===== config.mk =====
export PLATFORM = sky130hd
export DESIGN_NAME = fpa_top_flat
export DESIGN_NICKNAME = d
export VERILOG_FILES = /design/src/rtl/fpa_top_if.sv /design/src/rtl/fpa_top.sv /design/src/flat_wrapper.sv
export SDC_FILE = /design/constraint.sdc
export NUM_CORES = 2
export LEC_CHECK = 0
export ABC_CLOCK_PERIOD_IN_PS = 32000
export CORE_MARGIN = 3
export CORE_UTILIZATION = 65
export DETAILED_ROUTE_END_ITERATION = 7
export GPL_TIMING_DRIVEN = 0
export PLACE_DENSITY_LB_ADDON = 0.2
export SYNTH_ARGS = -nofsm -noshare
export SYNTH_HDL_FRONTEND = slang
export SYNTH_SLANG_ARGS = --single-unit

===== constraint.sdc =====
create_clock -name clk -period 32 [get_ports clk]
set_clock_uncertainty 0.05 [all_clocks]
set_input_delay 4.8 -clock clk [delete_from_list [all_inputs] [get_ports clk]]
set_output_delay 4.8 -clock clk [all_outputs]
set_load 0.01 [all_outputs]

===== src/rtl/fpa_top_if.sv =====
// fpa_top_if: operand/result bundle for the binary32 multiplier
interface fpa_top_if;
  logic [31:0] number_A;
  logic [31:0] number_B;
  logic [31:0] number_out;
  modport master(output number_A, output number_B, input number_out);
  modport slave(input number_A, input number_B, output number_out);
endinterface


===== src/rtl/fpa_top.sv =====
// fpa_top: IEEE-754 binary32 multiplier, round-to-nearest-even, one registered cycle
module fpa_top (
  input logic      clk,
  input logic      rst_n,
  fpa_top_if.slave bus
);
  logic [7:0] ea, eb, exa, exb;
  logic [22:0] ma, mb;
  logic s, a_nan, b_nan, a_inf, b_inf, a_zero, b_zero;
  logic [23:0] sig_a, sig_b;
  logic [47:0] mult_mantis, w;
  logic [95:0] ext;
  logic [5:0] lz;
  logic signed [11:0] e, en, sh;
  logic [6:0] rs;
  logic norm, sticky, rnd;
  logic [9:0] ef;
  logic [32:0] sum;
  logic [31:0] res;
  assign ea = bus.number_A[30:23];
  assign eb = bus.number_B[30:23];
  assign ma = bus.number_A[22:0];
  assign mb = bus.number_B[22:0];
  assign s = bus.number_A[31] ^ bus.number_B[31];
  assign a_nan = (ea == 8'hFF) && (ma != 23'd0);
  assign b_nan = (eb == 8'hFF) && (mb != 23'd0);
  assign a_inf = (ea == 8'hFF) && (ma == 23'd0);
  assign b_inf = (eb == 8'hFF) && (mb == 23'd0);
  assign a_zero = (ea == 8'd0) && (ma == 23'd0);
  assign b_zero = (eb == 8'd0) && (mb == 23'd0);
  assign sig_a = {ea != 8'd0, ma};
  assign sig_b = {eb != 8'd0, mb};
  assign exa = (ea == 8'd0) ? 8'd1 : ea;
  assign exb = (eb == 8'd0) ? 8'd1 : eb;
  assign mult_mantis = 48'(sig_a) * 48'(sig_b);
  always_comb begin
    lz = 6'd0;
    for (int i = 0; i < 48; i++) if (mult_mantis[i]) lz = 6'(47 - i);
  end
  // e is the biased exponent if the leading one sat at bit 47; subnormal results pin it to 1
  always_comb begin
    e = $signed({4'b0, exa}) + $signed({4'b0, exb}) - 12'sd126;
    en = e - $signed({6'b0, lz});
    norm = en > 12'sd0;
    sh = norm ? $signed({6'b0, lz}) : e - 12'sd1;
    rs = (sh >= 12'sd0) ? 7'd0 : (-sh > 12'sd48) ? 7'd48 : 7'(-sh);
    ext = {mult_mantis, 48'd0} >> rs;
    w = (sh < 12'sd0) ? ext[95:48] : mult_mantis << sh;
    sticky = (|ext[47:0]) | (|w[21:0]);
    rnd = w[23] & (w[22] | sticky | w[24]);
    ef = norm ? 10'(en - 12'sd1) : 10'd0;
    sum = {ef, 23'd0} + {9'd0, w[47:24]} + 33'(rnd);
  end
  always_comb
    res = a_nan ? (bus.number_A | 32'h0040_0000) :
          b_nan ? (bus.number_B | 32'h0040_0000) :
          ((a_inf & b_zero) | (a_zero & b_inf)) ? 32'hFFC0_0000 :
          (a_inf | b_inf) ? {s, 8'hFF, 23'd0} :
          (a_zero | b_zero) ? {s, 31'd0} :
          (sum[32:23] >= 10'd255) ? {s, 8'hFF, 23'd0} : {s, sum[30:0]};
  always_ff @(posedge clk)
    if (!rst_n) bus.number_out <= 32'd0;
    else bus.number_out <= res;
endmodule


===== src/flat_wrapper.sv =====
// flat-port wrapper written by rule: the top's interface ports become plain ports
module fpa_top_flat 
  (clk, rst_n, bus_number_A, bus_number_B, bus_number_out);
  fpa_top_if bus_i ();
  input logic clk;
  input logic rst_n;
  input wire logic [$bits(bus_i.number_A)-1:0] bus_number_A;
  input wire logic [$bits(bus_i.number_B)-1:0] bus_number_B;
  output wire logic [$bits(bus_i.number_out)-1:0] bus_number_out;
  assign bus_i.number_A = bus_number_A;
  assign bus_i.number_B = bus_number_B;
  assign bus_number_out = bus_i.number_out;
  fpa_top u_core (.clk(clk), .rst_n(rst_n), .bus(bus_i));
endmodule

==> summary by stage, run 1 <==
Logic synthesis
The adder-cell area share of the yosys netlist is 37.43%. The synthesized area divided by synthesized cell count is 7.774 um^2. The count of unique library cells instantiated by Yosys is 113. Among all flip-flop cells after synthesis, the most frequent one is sky130_fd_sc_hd__dfxtp_1. Summing the areas of all compound-gate instances in the mapped netlist gives 21.00% of the synthesized area. The number of warnings reported in the yosys synthesis log is 0. After synthesis, the share of flip-flops with an asynchronous set or reset is 0%. Yosys mapped a number of flops with a built-in enable equal to 0.

By area, the combinational part of the netlist is dominated by adder cells. Summing the sequential cell areas from Yosys gives 1.979% of the chip area. The net count after synthesis is 4,908. The total standard cell area after synthesis is 32,370 um^2. The synthesized design contains 32 register bits.

The simple-gate portion of the synthesized area is 24.85%. The multiplexer fraction of the synthesized cell area is 2.010%. The XOR/XNOR share of the synthesized area is 2.621%.

Counting every instance in the synthesized netlist gives 4,164.

Global routing
The first global-routing pass estimated 284,900 um of wire. The number of global-route vias before repair is 41,550. Entering global routing, the biggest net connects 11 pins.

For this run the aggregate overflow at the end of global routing stands at 130. Global routing consumed, over all layers together, 73.15% of the routing resources.

Placed design
The count of input and output buffers is 95. The area after detailed placement is 34,170 um^2. The congestion estimate from routability-driven global placement came to 1.145. After legalization and detailed placement, the total HPWL measured 128,700 um.

Clock network
The maximum buffer depth of the clock tree is 2. Clock tree synthesis selected as its root buffer the cell sky130_fd_sc_hd__clkbuf_16. Counting every sink on the clock net gives 32. Clock tree synthesis inserted a total of 5 buffers.

The number of setup buffers added after CTS is 0. The total of cells resized after clock tree synthesis is 0. In this run, post-CTS hold repair placed 0 buffers. The clock tree synthesis step divided the H-tree into 2 levels.

Die
The die width is 229.2 um. The initial utilization of the core area, before any placement, comes to 65.99%. 98 I/O pins were placed. The floorplan step set the die height to 229.2 um.

The number of standard-cell rows in the floorplan is 81.

Status
The run stopped with a tool error. The tool reported: "[ERROR GRT-0116] Global routing finished with congestion. Check the congestion regions in the DRC Viewer". The failing step is 5_1_grt.
## metal layers
layer  global-route usage [%]  overflow
met1                    73.62         0
met2                    90.28        71
met4                    73.55        55
met3                    56.57         4
met5                    21.23         0
## cell usage after synthesis (18+ instances only)
library cell	n	area [um^2]
sky130_fd_sc_hd__inv_1	562	2110
sky130_fd_sc_hd__nor2_1	243	912.1
sky130_fd_sc_hd__nor3_1	75	375.4
sky130_fd_sc_hd__a22oi_1	19	142.6
sky130_fd_sc_hd__dfxtp_1	32	640.6
sky130_fd_sc_hd__xnor2_1	58	508.0
sky130_fd_sc_hd__buf_2	40	200.2
sky130_fd_sc_hd__and3_1	28	175.2
sky130_fd_sc_hd__fa_1	484	9689
sky130_fd_sc_hd__and2_1	553	3460
sky130_fd_sc_hd__nand3_1	109	545.5
sky130_fd_sc_hd__o31ai_1	25	187.7
sky130_fd_sc_hd__nand2_1	279	1047
sky130_fd_sc_hd__clkbuf_1	216	810.8
sky130_fd_sc_hd__o221ai_1	26	227.7
sky130_fd_sc_hd__a311oi_1	19	166.4
sky130_fd_sc_hd__a211oi_1	46	345.3
sky130_fd_sc_hd__a21o_1	25	187.7
sky130_fd_sc_hd__ha_1	194	2427
sky130_fd_sc_hd__xor2_1	37	324.1
sky130_fd_sc_hd__a221oi_1	29	254.0
sky130_fd_sc_hd__o21ai_1	20	100.1
sky130_fd_sc_hd__a21oi_1	159	795.8
sky130_fd_sc_hd__mux2i_1	41	410.4
sky130_fd_sc_hd__or3_1	22	137.6
sky130_fd_sc_hd__a31oi_1	43	269.0
sky130_fd_sc_hd__nand2b_1	23	143.9
sky130_fd_sc_hd__o21a_1	29	217.7
sky130_fd_sc_hd__o21ai_0	171	855.8
sky130_fd_sc_hd__nor4_1	46	287.8
sky130_fd_sc_hd__o211ai_1	67	503.0
sky130_fd_sc_hd__nand4_1	36	225.2
sky130_fd_sc_hd__buf_1	18	67.56
sky130_fd_sc_hd__o22ai_1	49	306.5
## metrics by stage
stage               setup slack, ns  cells
floorplan                     12.80   4164
global placement              7.122   4923
detailed placement            6.874   4924
CTS                           7.055   4931
## logic make-up after synthesis
| logic type | Yosys count |
|---|---|
| AO/OA/AOI/OAI | 953 |
| XOR/XNOR | 96 |
| adder cells (fa/ha/maj) | 678 |
| buffers and inverters | 845 |
| flip-flops | 32 |
| multiplexers | 58 |
| AND/OR/NAND/NOR | 1502 |
==> run 2: changes to the inputs <==
--- a/config.mk
+++ b/config.mk
@@ -7,10 +7,10 @@
 export LEC_CHECK = 0
 export ABC_CLOCK_PERIOD_IN_PS = 32000
 export CORE_MARGIN = 3
-export CORE_UTILIZATION = 65
+export CORE_UTILIZATION = 40
 export DETAILED_ROUTE_END_ITERATION = 7
 export GPL_TIMING_DRIVEN = 0
-export PLACE_DENSITY_LB_ADDON = 0.2
+export PLACE_DENSITY_LB_ADDON = 0.15
 export SYNTH_ARGS = -nofsm -noshare
 export SYNTH_HDL_FRONTEND = slang
 export SYNTH_SLANG_ARGS = --single-unit
==> run 2 against run 1 <==
- the run now ends clean
- synthesized cell count unchanged
- area after synthesis unchanged
==> summary by stage, run 2 <==
Status
Result of the run: finished, final reports clean (was did not finish).

Cells and area
The register with the most flip-flops in the layout has 32 of them. Cells fill 43.79% of the core in the end. Once layout is complete, the cells apart from fillers number 5,319. After filler insertion, the fill cell instance count of the layout stands at 8,279. In the layout the commonest cells are sky130_fd_sc_hd__inv_1, sky130_fd_sc_hd__and2_1, sky130_fd_sc_hd__fa_1.

Counting flops per register, the top entry is u_core.bus.number_out. The post-route netlist has 3.422% of its cells at a drive strength greater than 1. The largest registers in the layout are u_core.bus.number_out x32.

The number of nets in the finished design is 5,010. The most common cell after layout, fill and taps aside is sky130_fd_sc_hd__inv_1. The relative area change from synthesis to final layout is 7.576%.

Logic synthesis
The proportion of register bits with asynchronous set or reset after synthesis is 0% (unchanged). The number of warnings reported in the yosys synthesis log is 0 (unchanged). The number of synthesized flops with an enable pin is 0 (unchanged). The largest area contributor in the synthesized netlist was sky130_fd_sc_hd__fa_1 (unchanged). The total standard cell area after synthesis was 32,370 um^2 (unchanged). The area share of the largest cell type after synthesis is 29.93% (unchanged). The post-synthesis sequential area ratio was 1.979% (unchanged).

The cell count after synthesis came to 4,164 (unchanged). The commonest register cell after synthesis was sky130_fd_sc_hd__dfxtp_1 (unchanged). Synth cell count leaders: sky130_fd_sc_hd__inv_1, sky130_fd_sc_hd__and2_1, sky130_fd_sc_hd__fa_1 (unchanged). The count of unique library cells instantiated by Yosys is 113 (unchanged). Biggest area contributors in the synthesized netlist: sky130_fd_sc_hd__fa_1, sky130_fd_sc_hd__and2_1, sky130_fd_sc_hd__ha_1, sky130_fd_sc_hd__inv_1, sky130_fd_sc_hd__nand2_1 (unchanged).

The number of flip-flops and latches in the synthesized netlist is 32 (unchanged). The most frequent cell after synthesis was sky130_fd_sc_hd__inv_1 (unchanged). The synthesized area divided by synthesized cell count is 7.774 um^2 (unchanged). The net count after synthesis came to 4,908 (unchanged).

STA
The minimum setup slack in the final design is 6.203 ns. Measured against its own limit, the worst slew margin works out to 0.02826%. The number of hold violations in the final report is 0. The final worst-path cycle share is 80.62%. The final number of max-transition violations came to 0.

Derived from the worst setup path, the maximum achievable clock frequency is 0.03876 GHz. The shortest clock period the worst path allows after layout is 25.80 ns. Setup violations remaining at the end of the flow were counted as 0.

Setup repair after global routing left no endpoint under its margin. The transition time at the pin with the least slew margin is 1.500 ns. The post-route setup TNS is 0 ns.

Die
The die width was 290.5 um (was 229.2 um). The effective utilization at floorplan came to 40.71% (was 65.99%). The die boundary height is 290.5 um (was 229.2 um). The top-level port count was 98 (unchanged). The floorplan step defined a die boundary enclosing 84,380 um^2. The number of standard-cell rows in the floorplan is 103 (was 81). The area of the placeable core is 79,520 um^2.

Route
The number of nets with antenna violations after detailed routing is 0. Dividing the detail-routed wire length by the instance count gives 27.62 um. Using the TritonRoute via totals, the vias-per-cell ratio works out to 6.158. The final layout contains routed wiring with a total length of 146,900 um. The first TritonRoute pass finished after 8 iterations. The post-route DRC violation count is 0. The number of DRC markers in iteration 0 is 3,521. The detailed router placed 32,750 vias in this run.

Clock network
The number of hold-repair buffers added at the cts stage is 0 (unchanged). The number of sinks on the clock net is 32 (unchanged). TritonCTS built the clock tree. After clock tree synthesis, the clock-pin slew on the worst setup and hold paths is 0.05 ns. The root buffer cell is sky130_fd_sc_hd__clkbuf_16 (unchanged). The number of post-CTS setup repair buffers was 0 (unchanged). The number of CTS-inserted buffers came to 5 (unchanged).

The maximum buffer depth of the clock tree came to 2 (unchanged). The maximum level of the CTS H-tree is 2 (unchanged). The total of cells resized after clock tree synthesis was 0 (unchanged).

Min path
The min-delay analysis places its worst path in the category in2reg.

Global routing
The number of antenna violations at the first check in global routing came to 2. Across every metal layer, demand over resource in global routing totals 33.86%. The first global-routing pass estimated 216,600 um of wire. The number of global-route vias before repair was 32,300.

The pin count of the biggest net entering global routing is 11. The total global routing overflow is 0.

Worst setup path
The largest single stage delay on the critical path is 1.05 ns. The total buffers and inverters traversed by the critical path is 12. Of all nets on the critical path, the largest fanout is 10. Data on the critical path arrives at its endpoint at 25.89 ns. The required time of the critical path is 32.09 ns. The critical path in this run is classified as in2reg. The kind of cell adding the most delay to the critical path is compound AO/OA/AOI/OAI gates. The sort of element at the start of the critical path is an input port. The critical path endpoint category is a flip-flop. Counting stages on the worst path, the most repeated cell is sky130_fd_sc_hd__fa_1.

The slowest stage of the critical path belongs to the cell sky130_fd_sc_hd__clkdlybuf4s50_1.

Placed design
The final estimated routing congestion in global placement is 1.070 (was 1.145). The setup slack after placement came to 6.686 ns (was 6.874 ns). The post-DP HPWL is 122,900 um (was 128,700 um). The number of placed instances, taps included is 5,309 (was 4,924). The count of input and output buffers came to 95 (unchanged).

Flow run
The max capacitance violation total is 0.
[run 2: cell counts after synthesis]
Identical to the previous run, type by type.
[run 2: final timing paths]
check,start,end,slack (ns),cells past startpoint
hold / removal,bus_number_B[31],u_core.bus.number_out[31]$_SDFF_PN0_,5.28,3
setup / recovery,bus_number_A[7],u_core.bus.number_out[17]$_SDFF_PN0_,6.20,53
[run 2: stage by stage]
step	instance area (um^2)	hold slack, ns
CTS	34820	5.280
global placement	34640	5.491
global route	34820	5.295
floorplan	32370	4.883
detailed placement	34650	5.487
finish	34820	5.284
[run 2: kinds of logic after synthesis]
group	count (synthesis)	synth area share (%)
compound gates	953	21.00
xor+xnor	96	2.621
fa+ha+maj	678	37.43
buf+inv	845	10.12
flops	32	1.979
mux	58	2.010
simple gates	1502	24.85
[run 2: metal layers]
| layer | global-route usage, % | vias to the layer above | wire length [um] |
|---|---|---|---|
| met5 | 0 | - | 0 |
| met4 | 16.78 | 0 | 9224 |
| met3 | 4.570 | 346 | 11280 |
| met2 | 54.74 | 1690 | 66610 |
| met1 | 44.56 | 16330 | 59800 |
| li1 | - | 14390 | - |
[run 2: worst min-delay path, cell delays in order]
cell and delay, ns:
sky130_fd_sc_hd__clkdlybuf4s50_1 0.49, sky130_fd_sc_hd__a311oi_1 0.09, sky130_fd_sc_hd__o21a_1 0.18
[run 2: final cells by class]
cell class                 count  area, um^2  share of cell area [%]
clock inverter                 2       35.03                  0.1006
multi-input combinational   3287       28470                   81.77
buffer                       283        1165                   3.345
tap                         1050        1314                   3.773
sequential                    32       640.6                   1.840
inverter                     562        2110                   6.058
timing repair buffer          95       950.9                   2.731
antenna                        2       5.005                 0.01437
clock buffer                   6       128.9                  0.3701
Power of run 2 is not shown: default switching activity piles up to over one toggle a cycle in this logic, so the estimate is an artifact.
